### src/rtl/dedisp_pkg.sv
// Shared definitions for the dedispersed-power integrator/trigger: FSM encodings,
// a constant-function clog2 and saturating-add helpers.
package dedisp_pkg;

    localparam logic       FRM_IDLE   = 1'b0;
    localparam logic       FRM_ACCUM  = 1'b1;

    localparam logic [1:0] TRG_WARMUP = 2'd0;
    localparam logic [1:0] TRG_ARMED  = 2'd1;
    localparam logic [1:0] TRG_HOLD   = 2'd2;

    function automatic int clog2(input int value);
        int result;
        result = 0;
        for (int v = value - 1; v > 0; v = v >> 1) begin
            result++;
        end
        return result;
    endfunction

    // Unsigned add clamped to 2^width-1; operands are zero-extended to 64 bits by the caller.
    function automatic logic [63:0] sat_add(input logic [63:0] a, input logic [63:0] b,
                                            input int width);
        logic [64:0] sum;
        logic [64:0] lim;
        sum = {1'b0, a} + {1'b0, b};
        lim = (65'd1 << width) - 65'd1;
        return (sum > lim) ? 64'(lim) : 64'(sum);
    endfunction

    function automatic logic sat_ovf(input logic [63:0] a, input logic [63:0] b,
                                     input int width);
        logic [64:0] sum;
        logic [64:0] lim;
        sum = {1'b0, a} + {1'b0, b};
        lim = (65'd1 << width) - 65'd1;
        return (sum > lim);
    endfunction

endpackage

### src/rtl/dedisp_ema_baseline.sv
// Exponential moving-average baseline: loads the first eligible frame directly, then
// moves 2^-AVG_SHIFT of the way towards each eligible frame, clamped to the unsigned range.
module dedisp_ema_baseline #(
    parameter int DOUT_WIDTH = 32,
    parameter int AVG_SHIFT  = 4
) (
    input  logic                  clk,
    input  logic                  rst,
    input  logic                  ce,
    input  logic                  sample_valid,
    input  logic                  is_trigger,
    input  logic                  is_sat,
    input  logic [DOUT_WIDTH-1:0] integ,
    output logic [DOUT_WIDTH-1:0] baseline
);

    logic [DOUT_WIDTH-1:0]        base_q, base_d;
    logic                         loaded_q, loaded_d;
    logic                         update;
    logic signed [DOUT_WIDTH+1:0] diff_s, step_s, next_s;
    logic [DOUT_WIDTH-1:0]        ema_clamped;

    always_comb begin
        diff_s = $signed({2'b00, integ}) - $signed({2'b00, base_q});
        step_s = diff_s >>> AVG_SHIFT;
        next_s = $signed({2'b00, base_q}) + step_s;
        if (next_s[DOUT_WIDTH+1]) begin
            ema_clamped = '0;
        end else if (next_s[DOUT_WIDTH]) begin
            ema_clamped = '1;
        end else begin
            ema_clamped = next_s[DOUT_WIDTH-1:0];
        end
    end

    // Trigger and saturated frames would drag the baseline towards the event itself.
    assign update = sample_valid && !is_trigger && !is_sat;

    always_comb begin
        base_d   = base_q;
        loaded_d = loaded_q;
        if (update) begin
            loaded_d = 1'b1;
            base_d   = loaded_q ? ema_clamped : integ;
        end
    end

    always_ff @(posedge clk) begin
        if (rst) begin
            base_q   <= '0;
            loaded_q <= 1'b0;
        end else if (ce) begin
            base_q   <= base_d;
            loaded_q <= loaded_d;
        end
    end

    assign baseline = base_q;

endmodule

### src/rtl/dedisp_integ_trigger.sv
// Frame integrator and burst trigger for the dedispersed power stream.
// Optional build macro DEDISP_TRIG_STAMP_EN adds the trig_stamp good-frame timestamp port.
module dedisp_integ_trigger
    import dedisp_pkg::*;
#(
    parameter int N_CHANNELS = 64,
    parameter int DIN_WIDTH  = 25,
    parameter int DOUT_WIDTH = 32,
    parameter int AVG_SHIFT  = 4,
    parameter int HOLDOFF    = 16
) (
    input  logic                  clk,
    input  logic                  rst,
    input  logic                  ce,
    input  logic [DIN_WIDTH-1:0]  din,
    input  logic                  din_valid,
    input  logic                  din_sof,
    input  logic                  din_eof,
    input  logic [DOUT_WIDTH-1:0] thresh,
    output logic [DOUT_WIDTH-1:0] integ_pow,
    output logic                  integ_valid,
    output logic                  integ_sat,
    output logic [DOUT_WIDTH-1:0] baseline,
    output logic                  trigger,
    output logic                  frame_err
`ifdef DEDISP_TRIG_STAMP_EN
    ,
    output logic [31:0]           trig_stamp
`endif
);

    localparam int CNT_W  = clog2(N_CHANNELS + 2);
    localparam int HOLD_W = clog2(HOLDOFF + 2);
    localparam int WARM_W = AVG_SHIFT + 1;

    localparam logic [CNT_W-1:0]  CNT_FULL  = CNT_W'(N_CHANNELS);
    localparam logic [CNT_W-1:0]  CNT_ONE   = CNT_W'(1);
    localparam logic [HOLD_W-1:0] HOLD_LOAD = HOLD_W'(HOLDOFF);
    localparam logic [HOLD_W-1:0] HOLD_ONE  = HOLD_W'(1);
    localparam logic [WARM_W-1:0] WARM_LAST = WARM_W'((1 << AVG_SHIFT) - 1);
    localparam logic [WARM_W-1:0] WARM_ONE  = WARM_W'(1);

    // Frame stage
    logic                  frm_state_q, frm_state_d;
    logic [DOUT_WIDTH-1:0] acc_q, acc_d;
    logic [CNT_W-1:0]      cnt_q, cnt_d;
    logic                  ovf_q, ovf_d;
    logic [DOUT_WIDTH-1:0] integ_pow_q, integ_pow_d;
    logic                  integ_valid_q, integ_valid_d;
    logic                  integ_sat_q, integ_sat_d;
    logic                  frame_err_q, frame_err_d;

    logic [DOUT_WIDTH-1:0] din_ext;
    logic [DOUT_WIDTH-1:0] acc_sum;
    logic                  acc_ovf;

    // Detection stage
    logic [1:0]            trg_state_q, trg_state_d;
    logic [WARM_W-1:0]     warm_cnt_q, warm_cnt_d;
    logic [HOLD_W-1:0]     hold_cnt_q, hold_cnt_d;
    logic                  trigger_q, trigger_d;
    logic                  hit;
    logic                  fire;
    logic [DOUT_WIDTH-1:0] baseline_w;

    assign din_ext = DOUT_WIDTH'(din);
    assign acc_sum = DOUT_WIDTH'(sat_add(64'(acc_q), 64'(din), DOUT_WIDTH));
    assign acc_ovf = sat_ovf(64'(acc_q), 64'(din), DOUT_WIDTH);

    always_comb begin
        frm_state_d   = frm_state_q;
        acc_d         = acc_q;
        cnt_d         = cnt_q;
        ovf_d         = ovf_q;
        integ_pow_d   = integ_pow_q;
        integ_valid_d = 1'b0;
        integ_sat_d   = integ_sat_q;
        frame_err_d   = 1'b0;

        if (din_valid) begin
            // A fresh sof inside an open frame abandons the frame in progress.
            if (frm_state_q == FRM_ACCUM && din_sof) begin
                frame_err_d = 1'b1;
            end

            if (din_sof) begin
                if (din_eof) begin
                    frm_state_d = FRM_IDLE;
                    if (N_CHANNELS == 1) begin
                        integ_pow_d   = din_ext;
                        integ_valid_d = 1'b1;
                        integ_sat_d   = 1'b0;
                    end else begin
                        frame_err_d = 1'b1;
                    end
                end else begin
                    frm_state_d = FRM_ACCUM;
                    acc_d       = din_ext;
                    cnt_d       = CNT_ONE;
                    ovf_d       = 1'b0;
                end
            end else if (frm_state_q == FRM_ACCUM) begin
                if (cnt_q == CNT_FULL) begin
                    frame_err_d = 1'b1;
                    frm_state_d = FRM_IDLE;
                end else if (din_eof) begin
                    frm_state_d = FRM_IDLE;
                    if (cnt_q + CNT_ONE == CNT_FULL) begin
                        integ_pow_d   = acc_sum;
                        integ_valid_d = 1'b1;
                        integ_sat_d   = ovf_q || acc_ovf;
                    end else begin
                        frame_err_d = 1'b1;
                    end
                end else begin
                    acc_d = acc_sum;
                    cnt_d = cnt_q + CNT_ONE;
                    ovf_d = ovf_q || acc_ovf;
                end
            end
        end
    end

    always_ff @(posedge clk) begin
        if (rst) begin
            frm_state_q   <= FRM_IDLE;
            acc_q         <= '0;
            cnt_q         <= '0;
            ovf_q         <= 1'b0;
            integ_pow_q   <= '0;
            integ_valid_q <= 1'b0;
            integ_sat_q   <= 1'b0;
            frame_err_q   <= 1'b0;
        end else if (ce) begin
            frm_state_q   <= frm_state_d;
            acc_q         <= acc_d;
            cnt_q         <= cnt_d;
            ovf_q         <= ovf_d;
            integ_pow_q   <= integ_pow_d;
            integ_valid_q <= integ_valid_d;
            integ_sat_q   <= integ_sat_d;
            frame_err_q   <= frame_err_d;
        end
    end

    // One extra bit on both sides so baseline+thresh cannot wrap.
    assign hit = {1'b0, integ_pow_q} > ({1'b0, baseline_w} + {1'b0, thresh});

    always_comb begin
        trg_state_d = trg_state_q;
        warm_cnt_d  = warm_cnt_q;
        hold_cnt_d  = hold_cnt_q;
        fire        = 1'b0;

        if (integ_valid_q) begin
            case (trg_state_q)
                TRG_WARMUP: begin
                    if (warm_cnt_q == WARM_LAST) begin
                        warm_cnt_d  = '0;
                        trg_state_d = TRG_ARMED;
                    end else begin
                        warm_cnt_d = warm_cnt_q + WARM_ONE;
                    end
                end
                TRG_ARMED: begin
                    if (hit || integ_sat_q) begin
                        fire = 1'b1;
                        if (HOLDOFF != 0) begin
                            hold_cnt_d  = HOLD_LOAD;
                            trg_state_d = TRG_HOLD;
                        end
                    end
                end
                TRG_HOLD: begin
                    hold_cnt_d = hold_cnt_q - HOLD_ONE;
                    if (hold_cnt_q == HOLD_ONE) begin
                        trg_state_d = TRG_ARMED;
                    end
                end
                default: begin
                    trg_state_d = TRG_WARMUP;
                    warm_cnt_d  = '0;
                end
            endcase
        end
        trigger_d = fire;
    end

    always_ff @(posedge clk) begin
        if (rst) begin
            trg_state_q <= TRG_WARMUP;
            warm_cnt_q  <= '0;
            hold_cnt_q  <= '0;
            trigger_q   <= 1'b0;
        end else if (ce) begin
            trg_state_q <= trg_state_d;
            warm_cnt_q  <= warm_cnt_d;
            hold_cnt_q  <= hold_cnt_d;
            trigger_q   <= trigger_d;
        end
    end

    dedisp_ema_baseline #(
        .DOUT_WIDTH (DOUT_WIDTH),
        .AVG_SHIFT  (AVG_SHIFT)
    ) u_ema (
        .clk          (clk),
        .rst          (rst),
        .ce           (ce),
        .sample_valid (integ_valid_q),
        .is_trigger   (fire),
        .is_sat       (integ_sat_q),
        .integ        (integ_pow_q),
        .baseline     (baseline_w)
    );

`ifdef DEDISP_TRIG_STAMP_EN
    logic [31:0] good_cnt_q, good_cnt_d;
    logic [31:0] stamp_q, stamp_d;

    // The good-frame count already includes the triggering frame when fire is evaluated.
    always_comb begin
        good_cnt_d = integ_valid_d ? good_cnt_q + 32'd1 : good_cnt_q;
        stamp_d    = fire ? good_cnt_q : stamp_q;
    end

    always_ff @(posedge clk) begin
        if (rst) begin
            good_cnt_q <= '0;
            stamp_q    <= '0;
        end else if (ce) begin
            good_cnt_q <= good_cnt_d;
            stamp_q    <= stamp_d;
        end
    end

    assign trig_stamp = stamp_q;
`endif

    assign integ_pow   = integ_pow_q;
    assign integ_valid = integ_valid_q;
    assign integ_sat   = integ_sat_q;
    assign baseline    = baseline_w;
    assign trigger     = trigger_q;
    assign frame_err   = frame_err_q;

endmodule

### config.mk
export PLATFORM = sky130hd
export DESIGN_NAME = dedisp_integ_trigger
export DESIGN_NICKNAME = d
export VERILOG_FILES = /design/src/rtl/dedisp_pkg.sv /design/src/rtl/dedisp_ema_baseline.sv /design/src/rtl/dedisp_integ_trigger.sv
export SDC_FILE = /design/constraint.sdc
export NUM_CORES = 1
export LEC_CHECK = 0
export CORE_MARGIN = 2
export CORE_UTILIZATION = 40
export CTS_BUF_LIST = sky130_fd_sc_hd__clkbuf_8 sky130_fd_sc_hd__clkbuf_16
export CTS_CLUSTER_SIZE = 16
export DETAILED_ROUTE_END_ITERATION = 10
export DONT_BUFFER_PORTS = 1
export GPL_TIMING_DRIVEN = 0
export SLEW_MARGIN = 20
export SYNTH_ARGS = -nofsm -noshare
export SYNTH_HDL_FRONTEND = slang
export SYNTH_SLANG_ARGS = --single-unit
### constraint.sdc
create_clock -name clk -period 8 [get_ports clk]
set_input_delay 1.2 -clock clk [delete_from_list [all_inputs] [get_ports clk]]
set_output_delay 1.2 -clock clk [all_outputs]
set_load 0.02 [all_outputs]
# Yosys cells after proc, flatten, opt, wreduce, memory -nomap -nowiden
# Cells that the tools add are included.
# classes
add_sub_neg	7
magnitude_cmp	2
eq_ne	10
muxes	48
bitwise_logic	4
n_reduce_logical	18
# op_table
cell	count
$mux 32	9
$mux 7	5
$add 33x29->34	1
$add 32x25->33	1
$add 32x32->33	1
$gt 32x33->1	1
$gt 33x32->1 const B	1
$sub 32x32->33	1
$mux 1	26
$pmux 5 s2	2
$eq 7x7->1 const B	2
$mux 5	2
$reduce_and 5->1	2
$ne 2x2->1 const B	4
$add 7x1->7 const B	1
$reduce_and 7->1	1
$mux 2	3
$pmux 2 s3	1
$add 5x1->5 const B	1
$eq 5x1->1 const B	1
$eq 5x4->1 const B	1
$sub 5x1->5 const B	1
$not 1->1	4
$reduce_and 2->1	2
other kinds (10)	15
# word_totals
ff_bits	122
input_bits	63
out_inout_bits	68

# Depth between registers and ports, before layout
# Gate-level depths: netlist of run 1.
# logic_depth
depth_word	10
depth_mapped	26
ltp_nobuf	23

# Hierarchy
# From an unflattened synthesis of run 1, not the netlist that was laid out.
# hier_totals
hier_cells	1562
hier_area_um2	12512.0
# modules_own_cells
mod	instances	cells_each	area_per_inst_um2	seq_area_each_um2
dedisp_integ_trigger	1	971	7722.4	1781.7
dedisp_ema_baseline	1	591	4789.6	660.6

# Least setup slack after synthesis of run 1
# No wires, ideal clock.
# synth_timing
path_type	input -> register
from	in thresh[0]
to	reg u_ema.base_q[0], in the netlist u_ema.baseline[0]
setup_time_ns	0.131
arrival_ns	5.856
setup_slack_ns	2.013
path_stages	23
n_path_buf	1
cell_sequence	ha_1 fa_1 a211oi_1 o21a_1 nor3_2 a211o_1 o21a_1 a21oi_1 o21ai_0 o41a_1 o311a_1 ha_1 a22oi_1 nand2_1 nor3_1 o2111ai_1 o211ai_1 a41oi_1 a211oi_2 buf_6 and2b_2 a31oi_1 o22ai_2
# synth_between
elab_chain_cells	10
# synth_rtl
item	line_no	rtl
from (decl)	dedisp_integ_trigger.sv:19	input logic [DOUT_WIDTH-1:0] thresh,
$add 32x32->33	dedisp_integ_trigger.sv:147	assign hit = {1'b0, integ_pow_q} > ({1'b0, baseline_w} + {1'b0, thresh});
$gt 32x33->1	dedisp_integ_trigger.sv:147	
$logic_or 1x1->1	dedisp_integ_trigger.sv:166	if (hit || integ_sat_q) begin
$mux 1	dedisp_integ_trigger.sv:166	
$mux 1	dedisp_integ_trigger.sv:156	case (trg_state_q)
$mux 1	dedisp_integ_trigger.sv:155	if (integ_valid_q) begin
$logic_not 1->1	dedisp_ema_baseline.sv:37	assign update = sample_valid && !is_trigger && !is_sat;
$logic_and 1x1->1 (2 in a row)	dedisp_ema_baseline.sv:37	
$reduce_and 2->1 (no line)	--	
to (signal assigned)	dedisp_ema_baseline.sv:53	base_q <= base_d;
to (decl)	dedisp_ema_baseline.sv:17	logic [DOUT_WIDTH-1:0] base_q, base_d;
# No other way between the ends.
# A chain may end at the register's enable or synchronous reset.

# Final worst setup path of run 1
# layout_timing
from	in thresh[0]
to	reg u_ema.base_q[30], in the netlist u_ema.baseline[30]
# Same word-level chain as after synthesis.

==> flow_summary_export.csv, run 1 <==
group,metric,value,unit
status,status,"complete, no violations",
clock_tree,ctsHoldBuffers,0,
clock_tree,worstSkewPairLatency,0.43,ns
worst_setup_path,critical_path.max_fanout,10,
yosys,synth-xor-area-share,7.31,%
yosys,synth_edf_count,0,
clock_tree,post-cts-setup-buffers,0,
worst_setup_path,slowest_delay,0.94,ns
drt,routed_wl,42500,um
die,initial_core_util,40.9,%
power_and_ir_drop,p_leak,5.72,nW
timing,slew_headroom,25.9,%
worst_hold_path,whs_path_depth,2,
drt,drtPass1Iterations,5,
worst_setup_path,regToRegSetupSlack,0.64,ns
job,drv_cap,0,
worst_hold_path,hp-start,"acc_q[21]",
yosys,yosysUniqueCellTypes,101,
worst_setup_path,r2r-start,"u_ema.baseline[0]",
power_and_ir_drop,pwr-share-clk,49.6,%
yosys,synth-compound-area-share,30.6,%
die,ios,131,
worst_hold_path,hold_class,"flip-flop to flip-flop",
power_and_ir_drop,powerDensity,111,nW/um2
drt,drt_iter0_drc,948,
drt,drc,0,
grt,grt_usage,25.6,%
timing,hold_viol_final,0,
cells_and_area,drive_above_1_share,7.23,%
yosys,ys_ff_latch,122,
drt,vias,12300,
clock_tree,cts_tree,"built",
timing,holdWs,0.459,ns
yosys,synth_top_family_by_area,"compound AO/OA/AOI/OAI gates",
yosys,synth.most_common_cell,"ha_1",
placed_design,gp_congestion,0.924,
timing,fin_crit_sh,95.8,%
yosys,synth_simple_gate_area_share,19.5,%
grt,globalRouteOverflowTotal,0,
worst_setup_path,rr_endpoint,"u_ema.baseline[30]",
power_and_ir_drop,p_switching,0.398,mW
worst_setup_path,crit_chain,"ha_1, fa_1, a211oi_1, o21a_1, nor3_2, a211o_1, o21a_1, a21oi_1, o21ai_0, o41a_1, o311a_1, ha_1, nand4_1, nor4_1, a21oi_1, o211ai_1, a41oi_1, a211oi_2, clkbuf_1, nor2_1, a31oi_1, o22ai_2",
yosys,netlist_area,12600,um2
worst_setup_path,cp.required,8.28,ns
timing,slew_violations,0,
cells_and_area,final_util,44.3,%
clock_tree,clkTransAtPathRegs,0.06,ns
cells_and_area,antenna_cells,0,
yosys,syn_avg_cell_area,7.73,um2
timing,rsz0062_at_grt,"false",
yosys,ys_warn_count,0,
yosys,synth_top_area_cell,"dfxtp_1",
yosys,synth_fa_ha_area_share,16.6,%
worst_hold_path,whs_endpoint,"acc_q[21]",
drt,ant_nets,0,
yosys,synth_cells,1627,
timing,fmax,130,MHz
grt,grt_pass1_vias,11800,
clock_tree,clkSinkCount,122,
power_and_ir_drop,switching_share,26.3,%
timing,setup_viol,0,
die,die_area,32900,um2
power_and_ir_drop,p_seq_share,40.7,%
yosys,muxShareOfSynthArea,0.159,%
power_and_ir_drop,p_int,1.11,mW
cells_and_area,area_growth,8.44,%
grt,grt_start_max_net_pins,17,
power_and_ir_drop,power.total,1.51,mW
worst_setup_path,crit_slowest_cell,"nor4_1",
clock_tree,cts_buffer_depth,2,
grt,grt_pass1_wl,66300,um
yosys,synth_ff_type,"dfxtp_1",
worst_setup_path,end_kind,"flip-flop",
timing,fin_skew,0.0116,ns
placed_design,portBuffers,0,
clock_tree,cts-root-buf,"clkbuf_16",
yosys,synth_common_cells,"ha_1 (162), a21oi_1 (157), nand2_1 (130), nor2_1 (130), dfxtp_1 (122)",
die,rows,64,
drt,vias_per_cell,6.01,
drt,wire_per_inst,20.7,um
timing,tightest_slew,1.10,ns
yosys,seq_area_frac_synth,19.4,%
worst_setup_path,reg2reg_depth,22,
clock_tree,cts_made_buffers,17,
timing,finalSetupTns,0,ns
worst_setup_path,crit_arrival,7.94,ns
yosys,async_flop_share,0,%
timing,fin_crit,7.66,ns
worst_setup_path,crit_path_start_kind,"input pin",
clock_tree,cts_resized,0,
yosys,yosysTopAreaCellShare,19.4,%
placed_design,dpl.hpwl,33600,um
die,die_y,181,um
clock_tree,cts_htree_levels,4,
worst_setup_path,crit_type,"input pin to flip-flop",
yosys,syn_nets,1855,
power_and_ir_drop,combinationalPowerShare,9.7,%
yosys,ys_top_cells_by_area,"dfxtp_1 (19%), ha_1 (16%), a21oi_1 (6.2%), xnor2_1 (4.2%), nand2_1 (3.9%)",
grt,antenna_found_initial,0,
cells_and_area,final_net_count,1874,
die,core_area,30700,um2
power_and_ir_drop,ir_drop,0.133,mV
die,die_w,181,um
-- power groups by stage --
stage / sequential (mW) / clock (mW) / combinational, mW
after CTS: 0.614 / 0.762 / 0.144
after global routing: 0.614 / 0.790 / 0.161
final: 0.614 / 0.749 / 0.146
after global placement: 0.627 / 0 / 0.142
after detailed placement: 0.627 / 0 / 0.143
after floorplan: 0.627 / 0 / 0.106
-- sequential cells by signal, indices dropped and copies added (netlist names), 2 cells and up --
register	flops
acc_q	32
integ_pow	32
u_ema.baseline	32
cnt_q	7
hold_cnt_q	5
warm_cnt_q	5
trg_state_q	2
-- layer usage --
layer / vias to the layer above / global-route usage [%] / wire length (um)
li1: 6074 / - / -
met1: 5770 / 33.5 / 19000
met2: 411 / 40.5 / 18600
met3: 86 / 5.97 / 3320
met4: 0 / 10.5 / 1600
met5: - / 0 / 0
-- cells by family after synthesis --
family / count (synthesis)
XOR/XNOR: 105
buffers and inverters: 164
AND/OR/NAND/NOR: 497
flip-flops: 122
multiplexers: 2
adder cells (fa/ha/maj): 165
AO/OA/AOI/OAI: 572
-- stage by stage --
stage	cells	cell area [um2]	setup slack [ns]
6_report	2055	13600	0.337
5_1_grt	2055	13600	0.0888
4_1_cts	2055	13600	0.437
3_5_place_dp	2023	13100	0.0486
3_3_place_gp	2023	13100	0.0444
2_1_floorplan	1627	12600	2.01
-- how the worst max path moves through the flow --
stage	cells after the start	slack [ns]	endpoint	from
global placement	22	0.04	u_ema.baseline[5]	thresh[0]
CTS	22	0.44	u_ema.baseline[5]	thresh[0]
floorplan	23	2.01	u_ema.baseline[0]	thresh[0]
finish	22	0.34	u_ema.baseline[30]	thresh[0]
detailed placement	22	0.05	u_ema.baseline[5]	thresh[0]
global route	22	0.09	u_ema.baseline[9]	thresh[0]
-- cells in the final DEF, fill, tap and decap left out, types with 19 or more instances in the layout --
master	netlist	final
a31oi_1	60	60
dfxtp_1	122	122
clkbuf_1	43	43
nor2_1	130	130
a21oi_1	157	157
ha_1	162	162
nand4_1	19	19
nor2b_1	26	26
nand3_1	50	50
o21ai_0	94	94
a211oi_1	29	29
inv_1	89	90
nand2_1	130	130
xnor2_1	60	60
nor3_1	50	50
o21a_1	21	21
xor2_1	45	45
a21o_1	55	55
-- final cells by class --
type,instances,area [um2]
plain buffers,74,465
clock buffers,20,467
clock inverters,12,98.8
fillers,3136,17100
inverters,90,338
multi-input cells,1341,9330
flip-flops and latches,122,2440
well taps,396,495
-- critical path, delay by kind of cell --
family / cells / cell delay [ns]
buffers and inverters: 1 / 0.68
adders and majority gates: 3 / 0.97
and+or+nand+nor: 4 / 1.45
AOI/OAI and AO/OA: 14 / 3.65
(Power assumes the default switching activity.)
==> run 2: changes to the inputs <==
--- a/config.mk
+++ b/config.mk
@@ -10,7 +10,6 @@
 export CTS_BUF_LIST = sky130_fd_sc_hd__clkbuf_8 sky130_fd_sc_hd__clkbuf_16
 export CTS_CLUSTER_SIZE = 16
 export DETAILED_ROUTE_END_ITERATION = 10
-export DONT_BUFFER_PORTS = 1
 export GPL_TIMING_DRIVEN = 0
 export SLEW_MARGIN = 20
 export SYNTH_ARGS = -nofsm -noshare
==> run 2 against run 1 <==
  * Register-to-register slack improved by 0.67 ns
  * Largest cell class unchanged
  * Maximum frequency increased by 2.3%
  * Routed wire length increased by 2.3%
  * Highest routed layer unchanged
  * Critical path depth increased by 2
  * Total power increased by 4.8%
  * Design area increased by 9.5%
==> flow_summary_export.csv, run 2 (same netlist as run 1, synthesis figures left out) <==
group,metric,value,unit
die,die_area,32900,um2
drt,vias_per_cell,5.90,
timing,fin_skew,0.0134,ns
timing,rsz0062_at_grt,"false",
grt,antenna_found_initial,0,
timing,fin_crit_sh,93.7,%
clock_tree,cts_tree,"built",
clock_tree,cts-root-buf,"clkbuf_16",
power_and_ir_drop,combinationalPowerShare,11.5,%
timing,holdWs,0.463,ns
worst_setup_path,cp.required,8.24,ns
drt,vias,12900,
drt,drt_iter0_drc,1055,
timing,slew_headroom,36.5,%
status,status,"complete, no violations",
grt,globalRouteOverflowTotal,0,
power_and_ir_drop,powerDensity,106,nW/um2
cells_and_area,drive_above_1_share,6.88,%
clock_tree,worstSkewPairLatency,0.44,ns
power_and_ir_drop,power.total,1.58,mW
drt,wire_per_inst,19.9,um
timing,finalWorstSetupSlack,0.507,ns
worst_setup_path,crit_path_start_kind,"input pin",
drt,drc,0,
drt,ant_nets,0,
grt,grt_usage,26.2,%
clock_tree,cts_made_buffers,17,
worst_hold_path,hold_class,"flip-flop to flip-flop",
cells_and_area,antenna_cells,0,
cells_and_area,final_util,48.6,%
clock_tree,post-cts-setup-buffers,0,
worst_setup_path,end_kind,"flip-flop",
power_and_ir_drop,p_leak,6.19,nW
timing,hold_viol_final,0,
cells_and_area,area_growth,18.8,%
clock_tree,clkTransAtPathRegs,0.07,ns
power_and_ir_drop,p_int,1.13,mW
worst_setup_path,crit_arrival,7.74,ns
power_and_ir_drop,switching_share,28.7,%
grt,grt_pass1_wl,68100,um
die,ios,131,
power_and_ir_drop,p_seq_share,38.8,%
cells_and_area,final_net_count,2002,
timing,tightest_slew,0.952,ns
timing,finalSetupTns,0,ns
die,die_y,181,um
placed_design,gp_congestion,0.921,
drt,drtPass1Iterations,5,
cells_and_area,final_cells,2183,
grt,grt_pass1_vias,12400,
worst_setup_path,crit_type,"input pin to flip-flop",
power_and_ir_drop,pwr-share-clk,49.7,%
power_and_ir_drop,ir_drop,0.107,mV
timing,slew_violations,0,
placed_design,portBuffers,128,
cells_and_area,mostFrequentLayoutCells,"ha_1 (162), a21oi_1 (157), nand2_1 (130), nor2_1 (130), clkdlybuf4s50_1 (128)",
worst_setup_path,regToRegSetupSlack,1.31,ns
power_and_ir_drop,p_switching,0.454,mW
timing,fmax,133,MHz
drt,routed_wl,43500,um
clock_tree,clkSinkCount,122,
die,rows,64,
placed_design,dpl.hpwl,34300,um
placed_design,post_dp_cell_area,14400,um2
clock_tree,ctsHoldBuffers,0,
timing,setup_viol,0,
cells_and_area,layout_commonest_cell,"ha_1",
die,core_area,30700,um2
cells_and_area,final_cell_area,14900,um2
die,initial_core_util,40.9,%
timing,fin_crit,7.49,ns
placed_design,place_ws,-0.190,ns
worst_setup_path,critical_path.max_fanout,10,
die,die_w,181,um
placed_design,dpl.cell_count,2151,
job,drv_cap,0,
grt,grt_start_max_net_pins,17,
clock_tree,cts_htree_levels,4,
clock_tree,cts_buffer_depth,2,
-- run 2: cell count changes in the layout (fill, tap and decap cells not counted), moves of 2 or more --
cell | previous run | this run
inv_8 | 0 | 3
clkbuf_8 | 9 | 6
clkbuf_2 | 0 | 2
clkdlybuf4s50_1 | 0 | 128
clkinv_2 | 5 | 0
inv_6 | 1 | 5
clkinv_4 | 1 | 3
clkbuf_1 | 43 | 41
-- run 2: metal layers --
layer,part of all wire (%),wire length [um],vias to the layer above,global-route usage (%)
met4,2.1,925,0,6.93
met2,46,20200,418,44.5
met5,0,0,-,0
li1,-,-,6335,-
met1,45,19500,6073,34.5
met3,6.4,2790,57,3.91
-- run 2: final cells by class --
cell class / instances / area (um2)
clock inverters: 15 / 156
well taps: 396 / 495
repair buffers: 128 / 1280
multi-input cells: 1341 / 9330
clock buffers: 17 / 425
fillers: 3068 / 15800
flip-flops and latches: 122 / 2440
inverters: 90 / 338
plain buffers: 74 / 468
-- run 2: what timing repair did --
item | in CTS | in global routing
setup endpoints to repair | 0 | 10
gates resized for setup | 0 | 5
endpoints found under the hold margin | 0 | 0
-- run 2: path summary, 6_finish.rpt --
| check | end | startpoint | cells after the start |
|---|---|---|---|
| worst max register to register | u_ema.baseline[5] | u_ema.baseline[0] | 23 |
| worst max-delay path | u_ema.baseline[5] | thresh[0] | 24 |
| worst min register to register | trigger | trigger | 2 |
| worst min-delay path | trigger | trigger | 2 |
-- run 2: power by group through the flow --
stage	sequential (mW)	combinational, mW	clock, mW
floorplan	0.627	0.106	0
CTS	0.613	0.180	0.791
finish	0.614	0.182	0.786
global placement	0.627	0.178	0
detailed placement	0.627	0.179	0
global route	0.614	0.199	0.819
-- run 2: critical path, stage by stage --
cell,delay (ns)
clkdlybuf4s50_1,0.41
ha_1,0.22
fa_1,0.44
a211oi_1,0.38
o21a_1,0.22
nor3_2,0.11
a211o_1,0.33
o21a_1,0.27
a21oi_1,0.21
o21ai_0,0.17
o41a_1,0.40
o311a_1,0.36
ha_1,0.31
a22oi_1,0.20
nand2_1,0.11
nor3_1,0.33
o2111ai_1,0.27
o211ai_1,0.30
a41oi_1,0.09
a211oi_2,0.50
clkbuf_2,0.40
nor2_1,0.07
a31oi_1,0.25
o22ai_1,0.18
